$ cat src/rtl/multicycle_fsm_controller_if.sv
// multicycle_fsm_controller_if: opcode/run inputs and status/control outputs
// of the multicycle sequencer; slave = controller side, master = driver side.
interface multicycle_fsm_controller_if #(
   parameter int COUNT_WIDTH = 16,
   parameter int STATE_WIDTH = 4
);
   logic [5:0]             opcode;
   logic                   run;
   logic [15:0]            control_word;
   logic [STATE_WIDTH-1:0] state;
   logic                   halted;
   logic                   illegal_op;
   logic [COUNT_WIDTH-1:0] instr_count;

   modport slave (
      input  opcode, run,
      output control_word, state, halted, illegal_op, instr_count
   );

   modport master (
      output opcode, run,
      input  control_word, state, halted, illegal_op, instr_count
   );
endinterface

$ cat src/rtl/multicycle_fsm_controller.sv
// multicycle_fsm_controller: Moore sequencer driving the 16-bit control word.
// Ports: clk, reset (async, active-low), bus (slave): opcode, run in;
// control_word, state, halted, illegal_op, instr_count out.
// Macro ILLEGAL_TRAP_EN: illegal opcode halts instead of acting as a NOP.
module multicycle_fsm_controller #(
   parameter int COUNT_WIDTH = 16,
   parameter int STATE_WIDTH = 4
) (
   input logic                       clk,
   input logic                       reset,
   multicycle_fsm_controller_if.slave bus
);
   typedef logic [STATE_WIDTH-1:0] state_t;

   localparam state_t S_IDLE     = state_t'(0);
   localparam state_t S_FETCH    = state_t'(1);
   localparam state_t S_DECODE   = state_t'(2);
   localparam state_t S_EXEC_R   = state_t'(3);
   localparam state_t S_EXEC_I   = state_t'(4);
   localparam state_t S_ALU_WB   = state_t'(5);
   localparam state_t S_MEM_ADDR = state_t'(6);
   localparam state_t S_MEM_RD   = state_t'(7);
   localparam state_t S_MEM_WB   = state_t'(8);
   localparam state_t S_MEM_WR   = state_t'(9);
   localparam state_t S_BRANCH   = state_t'(10);
   localparam state_t S_JUMP     = state_t'(11);
   localparam state_t S_HALT     = state_t'(12);

   typedef struct packed {
      logic       pc_write_cond;
      logic       pc_write;
      logic       ior_d;
      logic       mem_read;
      logic       mem_write;
      logic       mem_to_reg;
      logic       ir_write;
      logic [1:0] pc_source;
      logic [1:0] alu_op;
      logic [1:0] alu_src_b;
      logic       alu_src_a;
      logic       reg_write;
      logic       reg_dst;
   } ctrl_t;

   state_t                 state_q;
   state_t                 state_d;
   ctrl_t                  ctrl;
   logic                   op_b4_q;
   logic                   op_b0_q;
   logic [COUNT_WIDTH-1:0] count_q;
   logic                   illegal_q;
   logic                   instr_end;
   logic                   is_r, is_i, is_lw, is_sw;
   logic                   is_bne, is_jmp, is_hlt, is_ill;

   always_comb begin
      is_r   = bus.opcode[5:4] == 2'b00;
      is_i   = bus.opcode[5:4] == 2'b01;
      is_lw  = bus.opcode == 6'b100000;
      is_sw  = bus.opcode == 6'b100001;
      is_bne = bus.opcode == 6'b110000;
      is_jmp = bus.opcode == 6'b110001;
      is_hlt = bus.opcode == 6'b111111;
      is_ill = !(is_r | is_i | is_lw | is_sw | is_bne | is_jmp | is_hlt);
   end

   assign instr_end = (state_q == S_ALU_WB) || (state_q == S_MEM_WB) ||
                      (state_q == S_MEM_WR) || (state_q == S_BRANCH) ||
                      (state_q == S_JUMP);

   always_ff @(posedge clk or negedge reset) begin
      if (!reset) state_q <= S_IDLE;
      else        state_q <= state_d;
   end

   // Only opcode bits 4 (R vs I) and 0 (load vs store) are needed later.
   always_ff @(posedge clk or negedge reset) begin
      if (!reset) begin
         op_b4_q   <= 1'b0;
         op_b0_q   <= 1'b0;
         count_q   <= '0;
         illegal_q <= 1'b0;
      end else begin
         if (state_q == S_DECODE) begin
            op_b4_q <= bus.opcode[4];
            op_b0_q <= bus.opcode[0];
            if (is_ill) illegal_q <= 1'b1;
         end
         if (instr_end) count_q <= count_q + COUNT_WIDTH'(1);
      end
   end

   always_comb begin
      state_d = S_IDLE;
      case (state_q)
         S_IDLE:     state_d = bus.run ? S_FETCH : S_IDLE;
         S_FETCH:    state_d = S_DECODE;
         S_DECODE: begin
            unique case (1'b1)
               is_r:          state_d = S_EXEC_R;
               is_i:          state_d = S_EXEC_I;
               is_lw | is_sw: state_d = S_MEM_ADDR;
               is_bne:        state_d = S_BRANCH;
               is_jmp:        state_d = S_JUMP;
               is_hlt:        state_d = S_HALT;
               default: begin
`ifdef ILLEGAL_TRAP_EN
                  state_d = S_HALT;
`else
                  state_d = bus.run ? S_FETCH : S_IDLE;
`endif
               end
            endcase
         end
         S_EXEC_R,
         S_EXEC_I:   state_d = S_ALU_WB;
         S_MEM_ADDR: state_d = op_b0_q ? S_MEM_WR : S_MEM_RD;
         S_MEM_RD:   state_d = S_MEM_WB;
         S_ALU_WB,
         S_MEM_WB,
         S_MEM_WR,
         S_BRANCH,
         S_JUMP:     state_d = bus.run ? S_FETCH : S_IDLE;
         S_HALT:     state_d = S_HALT;
         default:    state_d = S_IDLE;
      endcase
   end

   always_comb begin
      ctrl = '0;
      case (state_q)
         S_FETCH: begin
            ctrl.ir_write  = 1'b1;
            ctrl.alu_src_b = 2'b01;
            ctrl.pc_write  = 1'b1;
         end
         S_DECODE:   ctrl.alu_src_b = 2'b10;
         S_EXEC_R: begin
            ctrl.alu_src_a = 1'b1;
            ctrl.alu_op    = 2'b10;
         end
         S_EXEC_I: begin
            ctrl.alu_src_a = 1'b1;
            ctrl.alu_src_b = 2'b10;
            ctrl.alu_op    = 2'b11;
         end
         S_ALU_WB: begin
            ctrl.reg_write = 1'b1;
            ctrl.reg_dst   = ~op_b4_q;
         end
         S_MEM_ADDR: begin
            ctrl.alu_src_a = 1'b1;
            ctrl.alu_src_b = 2'b10;
         end
         S_MEM_RD: begin
            ctrl.mem_read = 1'b1;
            ctrl.ior_d    = 1'b1;
         end
         S_MEM_WB: begin
            ctrl.reg_write  = 1'b1;
            ctrl.mem_to_reg = 1'b1;
         end
         S_MEM_WR: begin
            ctrl.mem_write = 1'b1;
            ctrl.ior_d     = 1'b1;
         end
         S_BRANCH: begin
            ctrl.alu_src_a     = 1'b1;
            ctrl.alu_op        = 2'b01;
            ctrl.pc_write_cond = 1'b1;
            ctrl.pc_source     = 2'b01;
         end
         S_JUMP: begin
            ctrl.pc_write  = 1'b1;
            ctrl.pc_source = 2'b10;
         end
         default: ctrl = '0;
      endcase
   end

   assign bus.control_word = ctrl;
   assign bus.state        = state_q;
   assign bus.halted       = state_q == S_HALT;
   assign bus.illegal_op   = illegal_q;
   assign bus.instr_count  = count_q;
endmodule
$ cat src/flat_wrapper.sv
// flat-port wrapper written by rule: the top's interface ports become plain ports
module multicycle_fsm_controller_flat 
#(
   parameter int COUNT_WIDTH = 16,
   parameter int STATE_WIDTH = 4
)
  (clk, reset, bus_opcode, bus_run, bus_control_word, bus_state, bus_halted, bus_illegal_op, bus_instr_count);
  multicycle_fsm_controller_if #(.COUNT_WIDTH(COUNT_WIDTH), .STATE_WIDTH(STATE_WIDTH)) bus_i ();
  input logic clk;
  input logic reset;
  input wire logic [$bits(bus_i.opcode)-1:0] bus_opcode;
  input wire logic [$bits(bus_i.run)-1:0] bus_run;
  output wire logic [$bits(bus_i.control_word)-1:0] bus_control_word;
  output wire logic [$bits(bus_i.state)-1:0] bus_state;
  output wire logic [$bits(bus_i.halted)-1:0] bus_halted;
  output wire logic [$bits(bus_i.illegal_op)-1:0] bus_illegal_op;
  output wire logic [$bits(bus_i.instr_count)-1:0] bus_instr_count;
  assign bus_i.opcode = bus_opcode;
  assign bus_i.run = bus_run;
  assign bus_control_word = bus_i.control_word;
  assign bus_state = bus_i.state;
  assign bus_halted = bus_i.halted;
  assign bus_illegal_op = bus_i.illegal_op;
  assign bus_instr_count = bus_i.instr_count;
  multicycle_fsm_controller #(.COUNT_WIDTH(COUNT_WIDTH), .STATE_WIDTH(STATE_WIDTH)) u_core (.clk(clk), .reset(reset), .bus(bus_i));
endmodule
$ cat config.mk
export PLATFORM = sky130hd
export DESIGN_NAME = multicycle_fsm_controller_flat
export DESIGN_NICKNAME = d
export VERILOG_FILES = /design/src/rtl/multicycle_fsm_controller_if.sv /design/src/rtl/multicycle_fsm_controller.sv /design/src/flat_wrapper.sv
export SDC_FILE = /design/constraint.sdc
export NUM_CORES = 1
export LEC_CHECK = 0
export CORE_UTILIZATION = 45
export CTS_BUF_LIST = sky130_fd_sc_hd__clkbuf_16
export DETAILED_ROUTE_END_ITERATION = 10
export GPL_TIMING_DRIVEN = 0
export PLACE_DENSITY = 0.9
export SLEW_MARGIN = 20
export SYNTH_ARGS = -nofsm -noshare
export SYNTH_HDL_FRONTEND = slang
export SYNTH_SLANG_ARGS = --single-unit
$ cat constraint.sdc
create_clock -name clk -period 1.8 [get_ports clk]
set_input_delay 0.45 -clock clk [delete_from_list [all_inputs] [get_ports clk]]
set_output_delay 0.45 -clock clk [all_outputs]
set_load 0.02 [all_outputs]
== Word-level counts from Yosys, hierarchy flattened ==
Index checks and enable logic that the tools add are counted.

* Flip-flop bits (word level): 23
* Latch bits: 0
* RAM bits: 0
* Memory bits (read-only): 0
* Output and inout bits: 38
* Memories kept: 0

* Add/subtract/negate cells: 1
* Multiply operators: 0
* Div/mod/pow operators: 0
* Magnitude comparators: 0
* Eq/ne operators: 18
* Shifts and indexed selects: 0
* Multiplexer cells: 17
* Bitwise operators: 9
* Reduce and logical (&&, ||, !) cells: 14

{| class="wikitable"
|+ Operators by type and width
! cell !! number
|-
| $eq A6 B6 Y1 const B || 5
|-
| $pmux W4 S7 || 1
|-
| $pmux W4 S6 || 1
|-
| $eq A4 B4 Y1 const B || 5
|-
| $add A16 B1 Y16 const B || 1
|-
| $eq A4 B3 Y1 const B || 4
|-
| $mux W1 || 11
|-
| $eq A4 B2 Y1 const B || 2
|-
| $pmux W2 S2 || 2
|-
| $reduce_or A2 Y1 || 4
|-
| $or A1 B1 Y1 || 7
|-
| $pmux W2 S3 || 1
|-
| $reduce_or A6 Y1 || 1
|-
| $eq A4 B1 Y1 const B || 1
|-
| $logic_not A4 Y1 || 1
|-
| $logic_or A1 B1 Y1 || 4
|-
| $mux W4 || 1
|-
| $reduce_or A4 Y1 || 1
|-
| $reduce_or A3 Y1 || 1
|-
| $eq A2 B1 Y1 const B || 1
|-
| $logic_not A2 Y1 || 1
|-
| $not A1 Y1 || 2
|-
| $reduce_and A2 Y1 || 1
|}

== Depth between registers and ports, before layout ==
Gate-level depths: netlist of run 1.

* Word-level depth: 9
* Depth in mapped cells: 5
* Depth with buffers taken out: 5

== Worst setup path before layout of run 1 ==
OpenSTA, ideal clock, no wires.

* Path kind: register to output
* Start: register u_core.state_q[2] (netlist: u_core.bus.state[2])
* End: output bus_control_word[9]
* Arrival: 1.573 ns
* Path slack: -0.223 ns
* Stages on the path, launching flop included: 4
* Path buffers: 2
* Path through: dfrtp_1 -> clkbuf_1 -> nor3_1 -> buf_4

* Longest elaborated chain between the ends: 2

{| class="wikitable"
|+ Ends and longest elaborated chain
! what !! line !! source
|-
| start, declared || multicycle_fsm_controller.sv:45 || <nowiki>state_t state_q;</nowiki>
|-
| start signal, assigned || multicycle_fsm_controller.sv:73 || <nowiki>else state_q <= state_d;</nowiki>
|-
| $eq A4 B1 Y1 || multicycle_fsm_controller.sv:131 || <nowiki>case (state_q)</nowiki>
|-
| $mux W1 || multicycle_fsm_controller.sv:131 ||
|-
| end, declared || flat_wrapper.sv:13 || <nowiki>output wire logic [$bits(bus_i.control_word)-1:0] bus_control_word;</nowiki>
|}

Every way passes these cells.

== Final worst setup path of run 1 ==
* Start: register u_core.state_q[2] (netlist: u_core.bus.state[2])
* End: output bus_control_word[5]

* Longest elaborated chain between the ends: 2
* Elaborated cells between the ends (all ways): 4
* Those cells by class: eq/ne (3); mux (1)

{| class="wikitable"
|+ Ends and longest elaborated chain
! what !! line
|-
| $eq A4 B4 Y1, or another cell as far along || multicycle_fsm_controller.sv:131
|-
| $pmux W2 S3 * || multicycle_fsm_controller.sv:131
|}

Mark *: on every way between the ends. The rest lies on a longest branch, timed or not.

==> impl_metrics.csv, run 1 <==
group,metric,value,unit
logic_synthesis,synth.most_common_cell,"dfrtp_1",
cells_and_area,drive_above_1_share,41.2,%
logic_synthesis,synthFlopType,"dfrtp_1",
logic_synthesis,yosysSeqAreaShare,42.5,%
floorplan,die-area,0.00323,mm^2
placement,placed_cells,216,
clocking,postCtsHoldBufs,0,
clocking,cts_tree,"done",
floorplan,die_x,56.9,um
floorplan,coreArea,0.00281,mm^2
floorplan,row_count,19,
floorplan,io_pins,47,
floorplan,initial_utilization,48.3,%
power_and_ir_drop,p_clk_share,14.4,%
setup_path,worstPathMaxFanout,6,
setup_path,worstSetupEndpointType,"primary output",
power_and_ir_drop,p_leak,0.00113,uW
timing,slew_headroom,31.9,%
clocking,clock_latency,0.26,ns
setup_path,r2r_cells,7,
logic_synthesis,synth_area_leaders,"dfrtp_1 (43%), xnor2_1 (9.7%), nor2_1 (3.9%)",
logic_synthesis,synth_top_area_share,42.5,%
setup_path,path_class,"reg2out",
global_route,grt_pass1_vias,1363,
clocking,clockRootBuffer,"clkbuf_16",
global_route,grt_max_degree,24,
route,wl_per_cell,22.2,um
clocking,cts.sinks,23,
clocking,cts_buffers,3,
setup_path,r2r_slack,-0.01,ns
timing,finalSetupTns,-0.683,ns
clocking,clk_pin_slew,0.06,ns
timing,fmax,0.523,GHz
logic_synthesis,synth_top_cell_by_area,"dfrtp_1",
power_and_ir_drop,power_density,1480,mW/mm^2
placement,port_buffers,46,
logic_synthesis,ys_warn_count,0,
logic_synthesis,async_reset_ff_share,100,%
power_and_ir_drop,vdd_drop_max,0.000985,V
timing,worst_slack,-0.113,ns
cells_and_area,antenna_cells,0,
setup_path,rr_endpoint,"u_core.bus.state[0]",
clocking,cts_buffer_depth,2,
setup_path,cpPeakStageDelay,0.47,ns
timing,fin_worst_skew,0.00678,ns
setup_path,cp_data_arrival_time,1.46,ns
clocking,h-tree-depth,1,
run_status,status,"finished, violations left",
route,route.detailed.drc,4,
global_route,grt_antenna_before_repair,0,
global_route,grt_usage,29.1,%
logic_synthesis,ys_seq_elements,23,
global_route,overflow,0,
setup_path,slowest_stage,"dfrtp_2",
timing,hold_violations,0,
timing,final-setup-viol-count,13,
power_and_ir_drop,finalPower,3460,uW
setup_path,worstPathRequired,1.35,ns
route,antenna_left,0,
min_path,hold_path_class,"reg2reg",
power_and_ir_drop,power_frac_comb,63.1,%
global_route,grt_pass1_wl,6980,um
cells_and_area,synthToLayoutAreaGrowth,73.3,%
setup_path,r2r-start,"u_core.bus.state[2]",
setup_path,critPathLaunchType,"flop",
route,vias_per_cell,6.06,
route,num_vias,1496,
setup_path,path_cells,"buf_4 > nor2b_4 > nand2_2 > o21a_1 > nor2_2 > buf_6",
power_and_ir_drop,intPower,2030,uW
min_path,hold-path-cell-count,1,
run_status,violations,"design-rule violations, negative setup slack",
timing,slew_violations,0,
flow_run,max_cap_viol_count,0,
logic_synthesis,synth_edf_count,0,
min_path,hold_path_end,"u_core.bus.instr_count[6]",
timing,tightest_slew,1.02,ns
floorplan,die_h,56.9,um
logic_synthesis,syn_avg_cell_area,9.74,um^2
placement,gp_congestion,0.911,
timing,period_share,106,%
route,routed_wirelength,5480,um
cells_and_area,nets,227,
logic_synthesis,synth_top_cells_by_count,"dfrtp_1 (23), xnor2_1 (15), nor2_1 (14), nand2_1 (13)",
power_and_ir_drop,power_frac_seq,22.5,%
logic_synthesis,synthesis.area,0.00135,mm^2
timing,period_minus_slack,1.91,ns
placement,place_hpwl,2470,um
power_and_ir_drop,power_switching,1430,uW
logic_synthesis,netlist_instances,139,
route,first_pass_iters,7,
route,drt_iter0_drc,119,
cells_and_area,layoutNonFillerInstCount,247,
timing,rsz0062_at_grt,"yes",
logic_synthesis,syn_nets,149,
logic_synthesis,synth_cell_types,43,
power_and_ir_drop,switching_share,41.3,%
min_path,hold_path_startpoint,"u_core.bus.instr_count[6]",
-- area by class of cell --
type                    instances  area [um^2]
clock buffers                   3         75.1
multi-input cells             108          872
inverters                       1         3.75
plain buffers                   7         78.8
flip-flops and latches         23          579
clock inverters                 1         7.51
repair buffers                 73          691
well taps                      31         38.8
fillers                       144          459
-- worst max-delay path by stage --
stage	slack, ns	start	end	cells past startpoint
after floorplan	-0.1	u_core.bus.state[1]	bus_control_word[4]	4
after detailed placement	-0.57	u_core.bus.state[1]	bus_control_word[5]	6
after global placement	-0.48	u_core.bus.state[1]	bus_control_word[5]	6
after global routing	-0.18	u_core.bus.state[2]	bus_control_word[6]	6
after CTS	-0.10	u_core.bus.state[2]	bus_control_word[6]	5
final	-0.11	u_core.bus.state[2]	bus_control_word[5]	6
-- cells by family (layout without fill, tap and decap cells) --
family / count (synthesis) / in the layout / share of synthesized area (%)
AOI/OAI and AO/OA: 21 / 21 / 12.5
xor gates and xnor gates: 16 / 16 / 10.4
adders and majority gates: 1 / 1 / 0.924
buffers and inverters: 8 / 85 / 2.77
DFF: 23 / 23 / 42.5
muxes: 4 / 4 / 3.23
and+or+nand+nor: 66 / 66 / 27.7
-- layer usage --
metal	share of wire, %	global-route usage (%)
met5	0	0
met4	3.5	15.7
met3	5.6	6.22
met2	53	50.5
met1	38	33.2
-- cell usage in the layout (no fill, tap or decap), types with 4 or more instances in the layout --
cell	count
buf_4	26
nand3_1	7
nand2b_4	6
dlymetal6s2s_1	10
buf_2	4
clkdlybuf4s50_1	16
nand2_1	12
nor2_1	12
xnor2_1	14
o21a_1	4
dfrtp_1	20
buf_6	21
-- state kept, by name (all words and copies together) (netlist names) --
name,cells
u_core.bus.instr_count,16
u_core.bus.state,4
u_core.bus.illegal_op,1
u_core.op_b0_q,1
u_core.op_b4_q,1
-- through the flow --
step	setup slack, ns	hold WS [ns]	util, %	cell area (um^2)
finish	-0.113	0.489	83.6	2350
global route	-0.180	0.523	83.6	2350
CTS	-0.104	0.485	74.4	2090
detailed placement	-0.571	0.477	66.7	1870
global placement	-0.482	0.462	66.7	1870
floorplan	-0.0992	0.154	-	1370
-- critical path, delay by kind of cell, from the launching register on --
family                 cells  cell delay, ns
AOI/OAI and AO/OA          1            0.11
buffers and inverters      2            0.29
DFF                        1            0.47
and+or+nand+nor            3            0.33
-- power by group through the flow --
stage	registers, uW	clock network [uW]	logic [uW]
4_1_cts	753	490	1700
3_3_place_gp	755	0	1400
6_report	779	498	2190
5_1_grt	793	517	2270
2_1_floorplan	845	0	801
3_5_place_dp	768	0	1440
-- timing repair --
action                     4_1_cts  5_1_grt
pin swaps                        2       12
setup endpoints to repair       18       27
gates cloned                     0        0
setup buffers                   12       15
resized for setup              107       51
Power figures use the tool's default switching activity.
==> run 2, diff against run 1 <==
--- a/config.mk
+++ b/config.mk
@@ -5,7 +5,8 @@
 export SDC_FILE = /design/constraint.sdc
 export NUM_CORES = 1
 export LEC_CHECK = 0
-export CORE_UTILIZATION = 45
+export ABC_AREA = 1
+export CORE_UTILIZATION = 46
 export CTS_BUF_LIST = sky130_fd_sc_hd__clkbuf_16
 export DETAILED_ROUTE_END_ITERATION = 10
 export GPL_TIMING_DRIVEN = 0
==> impl_metrics.csv, run 2 <==
group,metric,value,unit
floorplan,die_h,58.2,um
floorplan,die_x,58.2,um
logic_synthesis,synth_top_family_by_area,"simple AND/OR/NAND/NOR gates",
setup_path,worstSetupEndpointType,"primary output",
logic_synthesis,netlist_instances,209,
setup_path,cp_data_arrival_time,1.37,ns
clocking,h-tree-depth,1,
setup_path,path_class,"reg2out",
timing,slew_violations,0,
global_route,use_met1,29.0,%
timing,fmax,0.551,GHz
placement,place_hpwl,2670,um
global_route,overflow,0,
logic_synthesis,synth_cell_types,25,
timing,rsz0062_at_grt,"yes",
clocking,cts.sinks,23,
logic_synthesis,ys_warn_count,0,
global_route,grt_usage,23.3,%
power_and_ir_drop,power_density,1280,mW/mm^2
cells_and_area,largest_register_ffs,16,
min_path,hold_path_class,"in2async",
logic_synthesis,synthMuxAreaShare,0,%
clocking,clockRootBuffer,"clkbuf_16",
clocking,clk_pin_slew,0.06,ns
timing,hold_violations,0,
run_status,status,"finished, violations left",
timing,period_share,101,%
timing,period_minus_slack,1.82,ns
setup_path,worstPathRequired,1.35,ns
power_and_ir_drop,vdd_drop_max,0.00102,V
logic_synthesis,synth-simple-area-share,39.2,%
setup_path,path_cells,"buf_4 > nand2_4 > nor2_4 > nor2_4 > nand3_1 > buf_4",
route,first_pass_iters,7,
clocking,cts_buffer_depth,2,
global_route,grt_use_met3,4.24,%
logic_synthesis,synthXorXnorAreaFrac,5.42,%
logic_synthesis,async_reset_ff_share,100,%
logic_synthesis,synth_top_area_share,39.6,%
clocking,clock_latency,0.26,ns
global_route,grt_max_degree,24,
logic_synthesis,syn_nets,219,
logic_synthesis,synthesis.area,0.00145,mm^2
clocking,cts_tree,"done",
route,wl_per_cell,12.6,um
floorplan,io_pins,47,
run_status,violations,"design-rule violations, negative setup slack",
logic_synthesis,synth_top_cells_by_count,"nand2_1 (70), nor2_1 (39), dfrtp_1 (23), inv_1 (23), nand3_1 (9)",
setup_path,cpPeakStageDelay,0.40,ns
route,route.detailed.drc,2,
placement,port_buffers,46,
logic_synthesis,synth_area_leaders,"dfrtp_1 (40%), nand2_1 (18%), nor2_1 (10%)",
timing,fin_worst_skew,0.00315,ns
floorplan,coreArea,0.00303,mm^2
route,vias_per_cell,5.06,
timing,final-setup-viol-count,1,
cells_and_area,drive_above_1_share,22.6,%
route,antenna_left,0,
power_and_ir_drop,p_leak,0.00111,uW
route,num_vias,1564,
logic_synthesis,yosysSeqAreaShare,39.6,%
timing,tightest_slew,0.502,ns
setup_path,crit_family,"flip-flops",
cells_and_area,nets,276,
logic_synthesis,ys_seq_elements,23,
cells_and_area,antenna_cells,0,
setup_path,slowest_stage,"dfrtp_1",
cells_and_area,final_cell_mix,"nand2_1 (68), nor2_1 (31), clkdlybuf4s50_1 (21)",
setup_path,critPathLaunchType,"flop",
cells_and_area,layoutNonFillerInstCount,309,
logic_synthesis,synth_top_cell_by_area,"dfrtp_1",
global_route,grt_antenna_before_repair,0,
global_route,grt-busiest-layer,"met2",
logic_synthesis,synthFlopType,"dfrtp_1",
timing,worst_slack,-0.0163,ns
logic_synthesis,synth_edf_count,0,
logic_synthesis,syn_avg_cell_area,6.96,um^2
cells_and_area,final_common_cell,"nand2_1",
placement,placed_cells,299,
logic_synthesis,synthAdderAreaFrac,0.861,%
cells_and_area,synthToLayoutAreaGrowth,47.3,%
logic_synthesis,synth_compound_area_share,6.97,%
timing,slew_headroom,66.5,%
floorplan,row_count,20,
route,drt_iter0_drc,73,
route,routed_wirelength,3880,um
floorplan,initial_utilization,48.0,%
cells_and_area,final_util,70.7,%
floorplan,die-area,0.00339,mm^2
global_route,met2_usage,41.2,%
logic_synthesis,synth.most_common_cell,"nand2_1",
clocking,cts_buffers,3,
setup_path,worstPathMaxFanout,5,
setup_path,crit_buf_inv,2,
placement,gp_congestion,0.891,
global_route,grt_pass1_wl,5980,um
flow_run,max_cap_viol_count,0,
global_route,grt_pass1_vias,1375,
run 2: stage by stage:
| stage | setup TNS, ns | hold slack, ns | area, um^2 | power (uW) | setup slack (ns) |
|---|---|---|---|---|---|
| finish | -0.0163 | 0.154 | 2140 | 2750 | -0.0163 |
| global route | -0.255 | 0.202 | 2140 | 2880 | -0.0620 |
| CTS | -0.373 | 0.488 | 2090 | 2580 | -0.125 |
| detailed placement | -2.71 | 0.472 | 1970 | 2080 | -0.341 |
| global placement | -2.49 | 0.475 | 1970 | 2050 | -0.338 |
| floorplan | -0.0489 | 0.154 | 1460 | 1530 | -0.0489 |
run 2: per-layer routing:
layer / part of all wire (%) / up-vias
met4: 1.7 / 0
met5: 0 / -
li1: - / 764
met1: 43 / 738
met3: 4.9 / 11
met2: 51 / 51
run 2: worst paths after layout:
check | start | depth (start not counted) | slack (ns) | to
max | u_core.bus.state[2] | 6 | -0.02 | bus_control_word[2]
min | reset | 1 | 0.15 | u_core.bus.instr_count[6]
max reg2reg | u_core.bus.instr_count[0] | 8 | 0.24 | u_core.bus.instr_count[12]
min reg2reg | u_core.bus.illegal_op | 1 | 0.49 | u_core.bus.illegal_op
max in group asynchronous | reset | 1 | 1.28 | u_core.bus.state[3]
min in group clk | u_core.bus.illegal_op | 1 | 0.49 | u_core.bus.illegal_op
run 2: cell type report:
class / instances / area, um^2
multi-input cells: 158 / 836
flip-flops and latches: 23 / 579
clock buffers: 3 / 75.1
repair buffers: 52 / 474
well taps: 44 / 55.1
clock inverters: 1 / 3.75
fillers: 226 / 886
inverters: 26 / 100
plain buffers: 2 / 18.8
run 2: timing repair:
action / CTS / global route
gates resized for setup: 63 / 43
hold buffers: 0 / 0
setup buffers: 5 / 1
setup endpoints to repair: 18 / 20
pin swaps: 1 / 3
run 2: worst register-to-register path, cell delays in order (launching register included):
cell	delay, ns
dfrtp_1	0.43
ha_1	0.25
inv_1	0.06
nor2_1	0.29
nand3_1	0.15
nand2_1	0.09
nand2_1	0.06
nand2_1	0.06
o21ai_1	0.06
run 2: cells by family after synthesis:
group | after synthesis
AND/OR/NAND/NOR | 132
buffers and inverters | 28
flip-flops | 23
AO/OA/AOI/OAI | 16
XOR/XNOR | 9
adder cells (fa/ha/maj) | 1
run 2: power by group:
group | internal, uW | switching (uW) | total, uW
combinational | 617 | 881 | 1500
sequential | 632 | 143 | 775
clock | 297 | 177 | 473
